**src/rtl/sram_controller.sv**
```systemverilog
// ============================================================================
// Module   : sram_controller
// Purpose  : 32-bit MEM-stage access sequencer for a 16-bit asynchronous SRAM.
// Revision : 1.0  initial release
// ============================================================================
`default_nettype none

module sram_controller #(
    parameter int          WAIT_CYCLES = 5,
    parameter logic [31:0] ADDR_BASE   = 32'd1024
) (
    input  logic        clk,
    input  logic        rst,
    input  logic        i_rd_en,
    input  logic        i_wr_en,
    input  logic [31:0] i_address,
    input  logic [31:0] i_write_data,
    output logic [31:0] o_read_data,
    output logic        o_ready,
    output logic [17:0] o_sram_addr,
    output logic [15:0] o_sram_dq_out,
    output logic        o_sram_dq_oe,
    input  logic [15:0] i_sram_dq_in,
    output logic        o_sram_ce_n,
    output logic        o_sram_oe_n,
    output logic        o_sram_we_n,
    output logic        o_sram_ub_n,
    output logic        o_sram_lb_n
);

    typedef enum logic [1:0] {
        S_IDLE = 2'd0,
        S_LOW  = 2'd1,
        S_HIGH = 2'd2,
        S_DONE = 2'd3
    } state_t;

    localparam logic [3:0] c_LAST = 4'(WAIT_CYCLES - 1);

    state_t      r_state;
    state_t      w_next;
    logic [3:0]  r_cnt;
    logic        r_is_wr;
    logic [31:0] r_addr;
    logic [31:0] r_wdata;
    logic [31:0] r_read_data;
    logic        w_req;
    logic        w_last;
    logic        w_active;
    logic [31:0] w_offset;
    logic [16:0] w_word;

    assign w_req    = i_rd_en | i_wr_en;
    assign w_last   = (r_cnt == c_LAST);
    assign w_active = (r_state == S_LOW) || (r_state == S_HIGH);
    assign w_offset = r_addr - ADDR_BASE;
    assign w_word   = 17'(w_offset >> 2);

    always_ff @(posedge clk or posedge rst) begin
        if (rst) begin
            r_state <= S_IDLE;
        end else begin
            r_state <= w_next;
        end
    end

    // Request capture, wait counter and read assembly
    always_ff @(posedge clk or posedge rst) begin
        if (rst) begin
            r_cnt       <= 4'd0;
            r_is_wr     <= 1'b0;
            r_addr      <= 32'd0;
            r_wdata     <= 32'd0;
            r_read_data <= 32'd0;
        end else begin
            case (r_state)
                S_IDLE: begin
                    if (w_req) begin
                        r_is_wr <= i_wr_en;
                        r_addr  <= i_address;
                        r_wdata <= i_write_data;
                        r_cnt   <= 4'd0;
                    end
                end
                S_LOW, S_HIGH: begin
                    if (w_last) begin
                        r_cnt <= 4'd0;
                        if (!r_is_wr) begin
                            if (r_state == S_LOW) begin
                                r_read_data[15:0] <= i_sram_dq_in;
                            end else begin
                                r_read_data[31:16] <= i_sram_dq_in;
                            end
                        end
                    end else begin
                        r_cnt <= r_cnt + 4'd1;
                    end
                end
                default: r_cnt <= 4'd0;
            endcase
        end
    end

    always_comb begin
        w_next        = r_state;
        o_sram_addr   = 18'd0;
        o_sram_dq_out = 16'd0;
        o_sram_dq_oe  = 1'b0;
        o_sram_ce_n   = 1'b1;
        o_sram_oe_n   = 1'b1;
        o_sram_we_n   = 1'b1;
        case (r_state)
            S_IDLE:  if (w_req) w_next = S_LOW;
            S_LOW:   if (w_last) w_next = S_HIGH;
            S_HIGH:  if (w_last) w_next = S_DONE;
            default: w_next = S_IDLE;
        endcase
        if (w_active) begin
            o_sram_addr = {w_word, (r_state == S_HIGH)};
            o_sram_ce_n = 1'b0;
            if (r_is_wr) begin
                o_sram_dq_oe  = 1'b1;
                o_sram_dq_out = (r_state == S_HIGH) ? r_wdata[31:16] : r_wdata[15:0];
                // we_n rises on the last cycle so address/data straddle the edge
                o_sram_we_n   = w_last;
            end else begin
                o_sram_oe_n = 1'b0;
            end
        end
    end

    assign o_read_data = r_read_data;
    assign o_ready     = ~w_req | (r_state == S_DONE);
    assign o_sram_ub_n = 1'b0;
    assign o_sram_lb_n = 1'b0;

endmodule

`default_nettype wire
```
**config.mk**
```make
export PLATFORM = sky130hd
export DESIGN_NAME = sram_controller
export DESIGN_NICKNAME = d
export VERILOG_FILES = /design/src/rtl/sram_controller.sv
export SDC_FILE = /design/constraint.sdc
export NUM_CORES = 1
export LEC_CHECK = 0
export ABC_AREA = 0
export CELL_PAD_IN_SITES_DETAIL_PLACEMENT = 1
export CELL_PAD_IN_SITES_GLOBAL_PLACEMENT = 1
export CORE_UTILIZATION = 34
export DETAILED_ROUTE_END_ITERATION = 16
export PLACE_DENSITY_LB_ADDON = 0.1
export SLEW_MARGIN = 40
export SYNTH_ARGS = -nofsm -noshare
export SYNTH_HDL_FRONTEND = slang
export SYNTH_SLANG_ARGS = --single-unit
```
**constraint.sdc**
```tcl
create_clock -name clk -period 4.5 [get_ports clk]
set_input_delay 1.35 -clock clk [delete_from_list [all_inputs] [get_ports clk]]
set_output_delay 1.35 -clock clk [all_outputs]
set_load 0.1 [all_outputs]
```
After elaboration in Yosys (flattened, before gate mapping)

Index checks and enable logic that the tools add are counted.

Add/sub/neg operators: 2
$mul: 0
Divide/modulo/power cells: 0
$lt $le $gt $ge: 0
Eq/ne operators: 7
Shift operators: 0
Multiplexer cells: 17
Bitwise logic cells: 5
Reduce and logical (&&, ||, !) cells: 7

Operators by type and width:

| cell                                                 | number |
|---|---|
| two-way mux 16 bit                                   | 3 |
| subtractor 19 x 11 -> 19 bit (second input constant) | 1 |
| two-way mux 18 bit                                   | 1 |
| two-way mux 4 bit                                    | 2 |
| one-hot mux 4 bit (2 select lines)                   | 1 |
| AND reduction 4 bit                                  | 2 |
| two-way mux 1 bit                                    | 6 |
| two-way mux 2 bit                                    | 3 |
| != test 2 bit (second input constant)                | 3 |
| one-hot mux 2 bit (3 select lines)                   | 1 |
| adder 4 x 1 -> 4 bit (second input constant)         | 1 |
| equality test 2 bit (second input constant)          | 2 |
| equality test 4 x 3 -> 1 bit (second input constant) | 1 |
| inverter 1 bit                                       | 3 |
| AND reduction 3 bit                                  | 1 |
| equality test 2 x 1 -> 1 bit (second input constant) | 1 |
| logical NOT 2 bit                                    | 1 |
| bitwise OR 1 bit                                     | 2 |
| AND reduction 2 bit                                  | 1 |
| OR reduction 2 bit                                   | 1 |
| logical OR 1 bit                                     | 1 |

Register bits: 90
Bits in latches: 0
Bits in writable memories: 0
ROM bits: 0
Input bits: 84
Output and inout bits: 73
Memories kept: 0

Longest topological paths before layout

Gate-level depths: netlist (run 1).

Depth after elaboration: 4
Depth in mapped cells: 7
Gate-level depth less buffers: 5

Least setup slack after synthesis (run 1)

Ideal clock, no wire load.

Path kind: reg-to-output
Start: register r_state[0]
End: output port o_sram_dq_out[10]
Arrival: 3.417 ns
Slack: -0.267 ns
Cell stages (with the launch flop): 7
Path buffers: 2
Cells stage by stage: dfrtp_1 inv_1 ha_1 clkbuf_1 buf_2 mux2i_1 nor2_1

Word-level cells in the longest chain between the ends: 4
Elaborated cells between the ends (all ways): 6
Those cells by class: eq/ne (2); mux (3); reduce/logical (1)

RTL lines:

| what                   | line    | source |
|---|---|---|
| start, declared        | 40      | `state_t r_state;` |
| start signal, assigned | 63      | `r_state <= w_next;` |
| equality test 2 bit    | 55, 123 |  |
| two-way mux 16 bit     | 123     | `o_sram_dq_out = (r_state == S_HIGH) ? r_wdata[31:16] : r_wdata[15:0];` |
| two-way mux 16 bit     | 121     | `if (r_is_wr) begin` |
| two-way mux 16 bit *   | 118     | `if (w_active) begin` |
| end, declared          | 21      | `output logic [15:0] o_sram_dq_out,` |

Every way passes the cells marked *; elsewhere a longest branch is shown, timed or not.

Worst setup path in the final report (run 1)

Start: register r_state[0]
End: output port o_sram_dq_out[0]

The elaborated chain is that of the path after synthesis.

==> results of run 1 <==
## area by class of cell
cell class,instances,area (um2),area share (%)
timing repair buffer,145,1420,24.0
tap,143,179,3.02
clock buffer,11,253,4.26
multi-input combinational,191,1760,29.6
inverter,9,38.8,0.654
sequential,88,2200,37.1
clock inverter,5,78.8,1.33
## final timing paths
check	from	end	slack, ps	cells after the start
hold / removal	r_addr[5]	r_addr[5]	500	1
setup reg to reg	r_state[0]	o_read_data[19]	1880	5
hold reg to reg	r_addr[5]	r_addr[5]	500	1
max in group asynchronous	rst	r_wdata[31]	2460	3
setup / recovery	r_state[0]	o_sram_dq_out[0]	740	6
min in group asynchronous	rst	o_read_data[23]	1380	2
## worst max-delay path, delay by kind of cell (launching register included)
family / cells / cell delay [ps]
flops: 1 / 400
buf+inv: 3 / 570
simple gates: 2 / 350
fa+ha+maj: 1 / 740
## routing by layer
metal | global-route usage (%) | up-vias
met4 | 6.03 | 0
met5 | 0 | -
met2 | 30.6 | 73
met1 | 19.0 | 1440
li1 | - | 1320
met3 | 6.67 | 13
## registers in the layout, summed over array words and instances, names as in the netlist
name,count
r_is_wr,1
r_state,2
r_cnt,4
r_wdata,32
o_read_data,32
r_addr,17
## logic make-up after synthesis
kind of cell    after synthesis  share of synthesized area (%)
xor+xnor                      2                          0.434
other cells                   1                         0.0928
simple gates                 63                           8.27
buf+inv                      24                           3.13
flops                        88                           54.5
fa+ha+maj                     8                           2.48
compound gates               14                           2.38
mux                         102                           28.7
## cells in the final DEF (no fill, tap or decap), types with 2 or more instances in the layout
| cell type | netlist | final |
|---|---|---|
| dfrtp_1 | 88 | 88 |
| mux2_2 | 71 | 71 |
| clkdlybuf4s50_1 | 0 | 68 |
| buf_2 | 1 | 32 |
| buf_4 | 3 | 25 |
| mux2i_1 | 21 | 21 |
| buf_12 | 1 | 19 |
| nor2_1 | 22 | 13 |
| nand2_1 | 12 | 12 |
| mux2_4 | 10 | 10 |
| nor2_2 | 0 | 9 |
| clkbuf_16 | 0 | 9 |
| and2_1 | 8 | 8 |
| ha_1 | 8 | 8 |
| inv_1 | 8 | 7 |
| nand2b_1 | 4 | 4 |
| nand3_1 | 3 | 3 |
| o21ai_0 | 3 | 3 |
| nor3b_1 | 2 | 2 |
| a21oi_1 | 2 | 2 |
| xnor2_1 | 2 | 2 |
| o21bai_1 | 2 | 2 |
| clkinv_4 | 0 | 2 |
| conb_1 | 1 | 2 |
| clkbuf_8 | 0 | 2 |
| clkinv_2 | 0 | 2 |
| bufinv_16 | 0 | 2 |
## metrics by stage
step,area [um2],setup slack [ps],hold slack (ps),utilization (%),std cells
after floorplan,4070,33.4,471,-,303
final,5930,741,497,51.5,592
after CTS,5930,669,502,51.5,592
after global routing,5930,537,521,51.5,592
after detailed placement,5600,783,488,48.6,576
after global placement,5740,813,479,49.8,575
==> results.md, run 1 <==
* Met3 routed WL at 647 um
* Die height at ~110 um
* HP Class: reg -> reg
* EDFF count, synth at 0
* Total track usage at between 15 and 20%
* Mapped Cells at about 300
* Synth area leaders: dfrtp_1, mux2_2, mux2i_1, mux2_4, ha_1
* Met1 wire length at about 3800 um
* Arrival @ worst endpoint at between 2000 and 2500 ps
* WP data required at roughly 3200 ps
* Critical Path End Type: primary output
* Detailed placement HPWL at approximately 6900 um
* Placer congestion estimate at approximately 0.7
* Unrepaired setup endpoints after global routing: false
* Clock buffer depth at 2
* Setup Viol. Count Final at 0
* CP cell instances: inv_1 -> ha_1 -> nand2_1 -> buf_4 -> nor2_1 -> buf_12
* CTS H-tree lvls at 3
* Final ANT Viol Nets at 0
* Final hold violations at 0
* Top_reg_cell synth: dfrtp_1
* Synth area leader: dfrtp_1
* Max Slew Vio Count at 0
* DR vias at around 2,800
* Yosys reg bits at 88
* Mapped Avg Cell Area at around 13 um2
* Detailed Routing Iterations Pass 1 at 10
* Synth cell count leaders: dfrtp_1, mux2_2, nor2_1
* Layout cells sized above 1 at 43.4%
* Max FO, Critical Path at 21
* CTS hold repair buffers at 0
* Final net count at approximately 540
* Setup Skew at between 5 and 6 ps
* Core ar. at 11,500 um2
* Outcome: finished, violations left
* Vias/cell at approximately 4.8
* Die footprint at 12,300 um2
* Final period util at roughly 84%
* Most numerous cell in the Yosys netlist: dfrtp_1
* Pin count of the biggest net entering global routing at between 50 and 60
* Row count at 39
* Post-CTS Resized at 0
* Number of I/O pins at about 160
* Max Cap Viol at 0
* Synth top area share at between 50% and 60%
* Max-Slew Margin vs Limit at between 50% and 60%
* Final wirelength at a little under 10,000 um
* Number of global-route vias before repair at approximately 3,200
* Async SR Flop Fraction at 100%
* Drt wl/cell at approximately 16 um
* Input/output buffers at between 100 and 150
* Initial Util at about a third
* Routed met2 length at roughly 5100 um
* Mapped Area at around 4000 um2
* Number of library cell types mapped by synthesis at 41
* First-pass GRT wire length at approximately 16,000 um
* CTS Root Cell: clkbuf_16
* DR iter-0 viols at 86
* CP max-delay cell: ha_1
* Final Critical Period at approximately 3800 ps
* Clk slew on worst S/H paths at 60 ps
* Ys Warns at 0
* Register area share after synthesis at between 50% and 60%
* Clock sink count at 88
* CTS Buf Count at 9
* Die width at 111 um
* Setup TNS at 0 ps
* Crit path kind: reg -> out
* Clock latency on the worst-skew pair at about 340 ps
* Layout area overhead at 46.7%
* Failing checks: DRC
* Slowest Stage Delay on Critical Path at about 740 ps
* F_max at between 200 and 300 MHz
* Antenna violations before repair at 0
* Fill count at around 1,200
* Remaining global-route overflow at 0
* Highest metal used: met4
* Remaining DRCs at 12
* CTS tree: yes
* Post-CTS setup buffer count at 0
* Tightest Pin Transition at approximately 680 ps
* Diodes inserted at 0
* CP Launch Type: register
Power of run 1 is not shown: default switching activity piles up to over one toggle a cycle in this logic, so the estimate is an artifact.
==> run 2, diff against run 1 <==
- clock period: 4.5 -> 3.5 ns (I/O delays scaled with it)
==> results.md, run 2 (same netlist as run 1, synthesis figures left out) <==
* Outcome: finished, violations left
* Failing checks: DRC
* Core ar. at 11,500 um2
* CTS H-tree lvls at 3
* Cell Area, Placed at between 6000 and 7000 um2
* Clock buffer depth at 2
* Routed met2 length at 4780 um
* Total track usage at approximately 17%
* Final Critical Period at ~3300 ps
* Detailed Routing Iterations Pass 1 at 10
* Row count at 39
* Post-CTS Resized at 0
* CP Launch Type: register
* Slowest Stage Delay on Critical Path at 620 ps
* Most frequent cells in the layout: dfrtp_1, mux2_2, clkdlybuf4s50_1
* Layout area overhead at 56.8%
* DR vias at about 2,900
* CP max-delay cell: or4_1
* HP Class: reg -> reg
* Pin count of the biggest net entering global routing at around 50
* Highest metal used: met4
* WP data required at 2450 ps
* Die height at 111 um
* Final hold violations at 0
* Arrival @ worst endpoint at around 2200 ps
* Clock latency on the worst-skew pair at around 350 ps
* Post-CTS setup buffer count at 0
* First-pass GRT wire length at 16,500 um
* DR iter-0 viols at ~70
* Diodes inserted at 0
* Die width at 111 um
* Final ANT Viol Nets at 0
* Tightest Pin Transition at ~650 ps
* Critical Path End Type: primary output
* Remaining DRCs at 26
* Clk slew on worst S/H paths at about 70 ps
* Number of global-route vias before repair at around 3,200
* Unrepaired setup endpoints after global routing: false
* Setup Viol. Count Final at 0
* Max Slew Vio Count at 0
* Detailed placement HPWL at approximately 6800 um
* Max-Slew Margin vs Limit at 56.4%
* Fill count at between 1,000 and 1,500
* Final period util at 93.8%
* Crit path kind: reg -> out
* Drt wl/cell at 16.3 um
* Number of I/O pins at between 150 and 200
* F_max at approximately 300 MHz
* Commonest non-fill, non-tap cell in the layout: dfrtp_1
* Design area at 6340 um2
* Placer congestion estimate at around 0.72
* Max FO, Critical Path at 5
* Met1 wire length at between 3000 and 4000 um
* CP cell instances: or4_1 -> nor4_1 -> mux2i_2 -> buf_12
* Die footprint at approximately 12,000 um2
* Antenna violations before repair at 0
* Remaining global-route overflow at 0
* Final wirelength at just under 10,000 um
* CTS Buf Count at 9
* Initial Util at 35.1%
* Max Cap Viol at 0
* Vias/cell at ~4.9
* Layout cells sized above 1 at between 40% and 50%
* Clock sink count at a little under 90
* Met3 routed WL at between 700 and 800 um
* Final net count at ~540
* CTS tree: yes
* Input/output buffers at about 140
* Setup Skew at ~5.6 ps
* CTS Root Cell: clkbuf_16
* CTS hold repair buffers at 0
## run 2: layout make-up
class                   count  area, um2  area share [%]
flip-flops and latches     88       2200            34.8
multi-input cells         191       1850            29.1
repair buffers            144       1740            27.4
clock buffers              10        239            3.77
well taps                 143        179            2.82
clock inverters             6       91.3            1.44
inverters                   9       40.0           0.632
## run 2: metrics by stage
stage | hold WS, ps | setup WS [ps] | TNS [ps] | utilization (%) | instances
after CTS | 508 | 190 | 0 | 55.0 | 591
after floorplan | 471 | -24.6 | -246 | - | 303
after global placement | 479 | 458 | 0 | 52.1 | 575
after detailed placement | 494 | 458 | 0 | 52.2 | 575
final | 503 | 218 | 0 | 55.0 | 591
after global routing | 517 | 87.8 | 0 | 55.0 | 591
## run 2: worst paths after layout
path	start	depth (start not counted)	slack, ps	to
worst max-delay path	r_addr[10]	4	220	o_sram_addr[16]
worst min-delay path	r_wdata[10]	1	500	r_wdata[10]
worst max register to register	r_state[0]	6	1160	o_read_data[21]
worst min register to register	r_wdata[10]	1	500	r_wdata[10]
max in group asynchronous	rst	3	1750	r_addr[3]
min in group asynchronous	rst	2	1110	o_read_data[9]
## run 2: worst max-delay path: cells and delay by family (launching register included)
kind,cells,cell delay [ps]
DFF,1,420
muxes,1,310
and+or+nand+nor,2,940
buffers and inverters,1,210
## run 2: layer usage
layer | GRT usage (%) | up-vias
li1 | - | 1328
met4 | 6.85 | 0
met2 | 29.2 | 100
met3 | 6.23 | 10
met5 | 0 | -
met1 | 20.4 | 1432
Power of run 2 is left out for the same reason.
